<file path="src/rtl/if_fetch_unit.sv">
// Instruction-fetch stage: samples the PC, fetches one word over a req/ack handshake and
// queues {pc, instr} pairs for decode. A flush drops queued work and any fetch in flight.
module if_fetch_unit #(
    parameter int ADDR_W  = 32,
    parameter int INSTR_W = 32,
    parameter int DEPTH   = 2
) (
    input  logic                     clk,
    input  logic                     clr,
    input  logic [ADDR_W-1:0]        pc_in,
    output logic                     pc_le,
    output logic                     fetch_req,
    output logic [ADDR_W-1:0]        imem_addr,
    input  logic                     imem_ack,
    input  logic [INSTR_W-1:0]       imem_data,
    input  logic                     flush,
    output logic                     id_valid,
    input  logic                     id_ready,
    output logic [INSTR_W-1:0]       id_instr,
    output logic [ADDR_W-1:0]        id_pc,
    output logic [$clog2(DEPTH):0]   buf_count
);

    localparam int PTR_W = $clog2(DEPTH);
    localparam int CNT_W = PTR_W + 1;
    localparam logic [CNT_W-1:0] DEPTH_C = CNT_W'(DEPTH);

    typedef enum logic [1:0] {
        S_IDLE    = 2'd0,
        S_WAIT    = 2'd1,
        S_DISCARD = 2'd2
    } state_t;

    state_t              state_reg;
    state_t              state_next;
    logic [CNT_W-1:0]    count_reg;
    logic [PTR_W-1:0]    rd_ptr_reg;
    logic [PTR_W-1:0]    wr_ptr_reg;
    logic [ADDR_W-1:0]   req_pc_reg;

    logic                can_launch;
    logic                push;
    logic                pop;

    logic [ADDR_W-1:0]   entry_pc    [DEPTH];
    logic [INSTR_W-1:0]  entry_instr [DEPTH];

    assign can_launch = (count_reg < DEPTH_C);
    assign pop        = (count_reg != '0) && id_ready;

    always_ff @(posedge clk) begin
        if (!clr) begin
            state_reg <= S_IDLE;
        end else begin
            state_reg <= state_next;
        end
    end

    // A flush while waiting cannot cancel the memory access, so the late ack is swallowed in DISCARD.
    always_comb begin
        state_next = state_reg;
        case (state_reg)
            S_IDLE: begin
                if (can_launch && !flush) state_next = S_WAIT;
            end
            S_WAIT: begin
                if (imem_ack)   state_next = S_IDLE;
                else if (flush) state_next = S_DISCARD;
            end
            S_DISCARD: begin
                if (imem_ack) state_next = S_IDLE;
            end
            default: state_next = S_IDLE;
        endcase
    end

    always_comb begin
        pc_le     = 1'b0;
        fetch_req = 1'b0;
        push      = 1'b0;
        case (state_reg)
            S_IDLE:    pc_le = clr && can_launch && !flush;
            S_WAIT: begin
                fetch_req = 1'b1;
                push      = clr && imem_ack && !flush;
            end
            S_DISCARD: fetch_req = 1'b1;
            default: begin
                pc_le     = 1'b0;
                fetch_req = 1'b0;
            end
        endcase
    end

    always_ff @(posedge clk) begin
        if (!clr) begin
            req_pc_reg <= '0;
        end else if (pc_le) begin
            req_pc_reg <= pc_in;
        end
    end

    always_ff @(posedge clk) begin
        if (!clr || flush) begin
            count_reg  <= '0;
            rd_ptr_reg <= '0;
            wr_ptr_reg <= '0;
        end else begin
            if (push) wr_ptr_reg <= wr_ptr_reg + 1'b1;
            if (pop)  rd_ptr_reg <= rd_ptr_reg + 1'b1;
            case ({push, pop})
                2'b10:   count_reg <= count_reg + 1'b1;
                2'b01:   count_reg <= count_reg - 1'b1;
                default: count_reg <= count_reg;
            endcase
        end
    end

    generate
        for (genvar gi = 0; gi < DEPTH; gi++) begin : gen_entry
            logic [ADDR_W-1:0]  pc_reg;
            logic [INSTR_W-1:0] instr_reg;

            always_ff @(posedge clk) begin
                if (push && (wr_ptr_reg == PTR_W'(gi))) begin
                    pc_reg    <= req_pc_reg;
                    instr_reg <= imem_data;
                end
            end

            assign entry_pc[gi]    = pc_reg;
            assign entry_instr[gi] = instr_reg;
        end
    endgenerate

    assign imem_addr = req_pc_reg;
    assign id_valid  = (count_reg != '0);
    assign id_pc     = entry_pc[rd_ptr_reg];
    assign id_instr  = entry_instr[rd_ptr_reg];
    assign buf_count = count_reg;

endmodule

</file>
<file path="config.mk">
export PLATFORM = sky130hd
export DESIGN_NAME = if_fetch_unit
export DESIGN_NICKNAME = d
export VERILOG_FILES = /design/src/rtl/if_fetch_unit.sv
export SDC_FILE = /design/constraint.sdc
export NUM_CORES = 1
export LEC_CHECK = 0
export ABC_AREA = 1
export BUFFER_PORTS_ARGS = -buffer_cell sky130_fd_sc_hd__buf_2
export CAP_MARGIN = 20
export CORE_UTILIZATION = 44
export DETAILED_ROUTE_END_ITERATION = 12
export GPL_TIMING_DRIVEN = 0
export MAX_ROUTING_LAYER = met4
export PLACE_DENSITY = 0.72
export SLEW_MARGIN = 0
export SYNTH_ARGS = -nofsm -noshare
export SYNTH_HDL_FRONTEND = slang
export SYNTH_SLANG_ARGS = --single-unit
</file>
<file path="constraint.sdc">
create_clock -name clk -period 3.9 [get_ports clk]
set_clock_uncertainty 0.05 [all_clocks]
set_input_delay 0.195 -clock clk [delete_from_list [all_inputs] [get_ports clk]]
set_output_delay 0.195 -clock clk [all_outputs]
set_load 0.02 [all_outputs]
</file>
### After elaboration in Yosys (flattened, before gate mapping)

Cells that the tools add are included.

| cells by class | value |
|---|---|
| add/sub/neg operators | 4 |
| $lt $le $gt $ge | 2 |
| reduce and logical (&&, ||, !) cells | 16 |
| eq/ne operators | 7 |
| bitwise gates (word level) | 2 |
| multiplexer cells | 15 |

Operators with widths:

| operator | number |
|---|---|
| $mux 32 | 6 |
| $logic_and 1x1->1 | 8 |
| $mux 2 | 4 |
| $pmux 2 s3 | 1 |
| $eq 2x1->1 const B | 2 |
| $eq 2x2->1 const B | 2 |
| $ne 2x2->1 const B | 2 |
| $pmux 2 s2 | 1 |
| $reduce_bool 2->1 | 2 |
| $mux 1 | 3 |
| $ne 3x3->1 const B | 1 |
| $reduce_and 3->1 | 1 |
| $add 1x1->1 const B | 2 |
| $add 2x1->2 const B | 1 |
| $ge 2x2->1 const B | 1 |
| $logic_not 1->1 | 2 |
| $logic_not 2->1 | 1 |
| $lt 2x2->1 const B | 1 |
| $not 1->2 | 1 |
| $reduce_or 2->1 | 1 |
| $sub 2x1->2 const B | 1 |
| $logic_or 1x1->1 | 1 |
| $not 1->1 | 1 |

| word-level totals | value |
|---|---|
| output and inout bits | 101 |
| input port bits | 69 |
| word-level logic and storage cells | 55 |
| bits in registers | 166 |

### Logic depth before layout (Yosys ltp)

| logic depth | value |
|---|---|
| depth in word-level cells | 5 |
| depth in mapped cells | 9 |
| gate-level depth less buffers | 9 |

### Worst setup path before layout

No wires, ideal clock.

| path | value |
|---|---|
| path kind | reg2reg |
| from | register state_reg[1] |
| to | register gen_entry[0].instr_reg[0], enable pin |
| buffers on the path | 0 |
| arrival | 3400 ps |
| path slack | -36 ps |
| library setup time | 486 ps |
| stages on the path, launching flop included | 5 |
| period minus slack after synthesis | 3936 ps |
| path through | dfxtp_1 inv_1 ha_1 nand3_2 nor2_1 |

| between the ends | value |
|---|---|
| word-level cells in the longest chain between the ends | 3 |

RTL lines:

| what | line | RTL |
|---|---|---|
| start, declared | 34 | `state_t state_reg;` |
| start signal, assigned | 55 | `state_reg <= state_next;` |
| $eq 2x1->1 | 81 | `case (state_reg)` |
| $mux 1 | 81 |  |
| $logic_and 1x1->1 | 125 | `if (push && (wr_ptr_reg == PTR_W'(gi))) begin` |
| end signal, assigned | 127 | `instr_reg <= imem_data;` |
| end, declared | 122 | `logic [INSTR_W-1:0] instr_reg;` |

No other way between the ends.
A chain may end at the register's enable or synchronous reset.

### Final worst setup path

| path | value |
|---|---|
| from | register state_reg[1] |
| to | register gen_entry[1].instr_reg[12], enable pin |

| between the ends | value |
|---|---|
| word-level cells in the longest chain between the ends | 3 |

RTL lines:

| what | line |
|---|---|
| $eq 2x1->1 | 81 |
| $mux 1 | 81 |
| $logic_and 1x1->1 | 125 |
| end signal, assigned | 127 |
| end, declared | 122 |

No other way between the ends.

==> results.ini <==
[run_status]
outcome=finished, final reports clean

[timing]
setup_viol_count_final=0
fin_setup_tns_ps=0
relSlewSlack=0.613
period_minus_slack_ps=2020
finalWorstSetupSlack_ps=1880
rsz0062_at_grt=false
hold_viol=0
finalMaxSlewViolations=0
fmax_mhz=496
holdWs_ps=34.0
post-route-period-util=0.517
worst-slew-pin-transition_ps=578

[routing]
drc=0
drt_wl_total_um=14000
first_pass_iters=5
first_iter_violations=247
routedWlPerCell_um=14.3
num_vias=4578
ant_nets=0
vias_per_cell=4.68

[place]
port_buffers=168
gp_congestion=0.734
dpl.hpwl_um=9000
post_dp_cell_area_um2=7310
pre_cts_ws_ps=1880

[yosys]
synth_area_um2=6150
synth_seq_cells=166
yosysUniqueCellTypes=19
syn_inst=535
ys_seq_area_frac=0.749
ys_warn_count=0
syn_area_per_cell_um2=11.5
syn_nets=608
synth_area_leader_cell=edfxtp_1
synth.area.top_cells=edfxtp_1 (63%), nand2_1 (17%), dfxtp_1 (12%)
yosys.area.top_type_share=0.625

[cts]
cts_buffers=17
cts_resized=0
htreeDepth=4
clk_latency_ps=430
clkSlewWorstSetupHoldPaths_ps=60
cts_root_buf=clkbuf_16
cts.sinks=166
clock_path_buffers=2
cts_tree=done

[global_route]
use_met1=0.240
grt_busiest_layer=met2
grt_pass1_vias=4643
grt_usage=0.207
met2_usage=0.347
grt_pass1_wl_um=21900
overflow=0
antenna_found_initial=0
use_met3=0.0467
grt_max_degree=32

[layout]
layout_commonest_cell=nand2_1
fill_cells=1080
antenna_cells=0
layout_common_cells=nand2_1 (271), buf_2 (180), edfxtp_1 (128), dlygate4sd3_1 (64), dfxtp_1 (38)
fin_area_um2=8500
finalNetCount=863
drive_above_1_share=0.280
areaGrowthSynthToFinish_pct=38.3

[floorplan]
die_w_um=120
dieArea_um2=14500
start_util=0.457
pin_count=170
core_area_um2=13500
rows=42
die_y_um=120

[setup_path]
cp_slowest_cell=nor2_4
rrSetupSlack_ps=1880
slowest_delay_ps=490
cp.required_ps=3960
arrival_ps=2080
timing.critical_path.fanout_max=28
criticalPathCategory=reg -> reg
end_kind=register
cp_cell_sequence=inv_1 -> ha_1 -> nand3_2 -> nor2_4 -> buf_12
worstSetupStartpointType=register

[run]
drv_cap=0

[power]
leakagePower_nw=3.80
total_power_w=0.00419
max-vdd-ir-drop_v=0.000274
powerDensity_nw_per_um2=492

[min_path]
hp-class=in -> reg

## report_power, final
group	internal [W]	total [W]	switching (W)
combinational	0.000214	0.000557	0.000343
sequential	0.00203	0.00210	0.0000727
clock	0.000899	0.00152	0.000625
## worst max-delay path: cells and delay by family, from the launching register on
kind / cells / cell delay [ps]
simple gates: 2 / 670
buf+inv: 2 / 370
flops: 1 / 320
fa+ha+maj: 1 / 260
## layer usage
metal | wire length (um) | vias to the layer above
li1 | - | 2279
met1 | 5910 | 2136
met2 | 7110 | 148
met3 | 770 | 15
met4 | 161 | 0
met5 | 0 | -
## through the flow
stage,instances,utilization
after global routing,979,0.632
after floorplan,535,-
after global placement,879,0.536
after CTS,979,0.632
after detailed placement,883,0.544
final,979,0.632
## what timing repair did
item | 4_1_cts | 5_1_grt
buffers inserted | 0 | 0
endpoints found under the hold margin | 96 | 0
hold buffers | 64 | 0
endpoints found under the setup margin | 0 | 0
## synthesized netlist by cell type
library cell	count
dfxtp_1	38
nand3_1	34
buf_4	5
clkbuf_1	7
buf_2	12
ha_1	4
nor2_1	7
edfxtp_1	128
o21ai_0	4
inv_1	13
a21oi_1	2
nor2_4	1
inv_2	3
nand4_4	1
or2_2	1
nand3_2	1
nand4_1	1
a31oi_1	2
nand2_1	271
## kinds of logic after synthesis
kind of cell    Yosys count  share of synthesized area
compound gates            8                    0.00692
fa+ha+maj                 4                    0.00814
buf+inv                  40                     0.0299
flops                   166                      0.749
simple gates            317                      0.206
## layout make-up
class	instances	area [um^2]	share of cell area
sequential	166	4600	0.541
clock buffer	24	504	0.0593
timing repair buffer	236	1570	0.184
clock inverter	8	46.3	0.00544
buffer	24	124	0.0146
inverter	16	60.1	0.00706
tap	176	220	0.0259
multi-input combinational	329	1380	0.162
## path summary, 6_finish.rpt
check        depth (start not counted)                          to         start
max                                  5  gen_entry[1].instr_reg[12]  state_reg[1]
min                                  3                state_reg[0]           clr
max reg2reg                          5  gen_entry[1].instr_reg[12]  state_reg[1]
min reg2reg                          0      gen_entry[1].pc_reg[7]  imem_addr[7]
(Power assumes the default switching activity.)
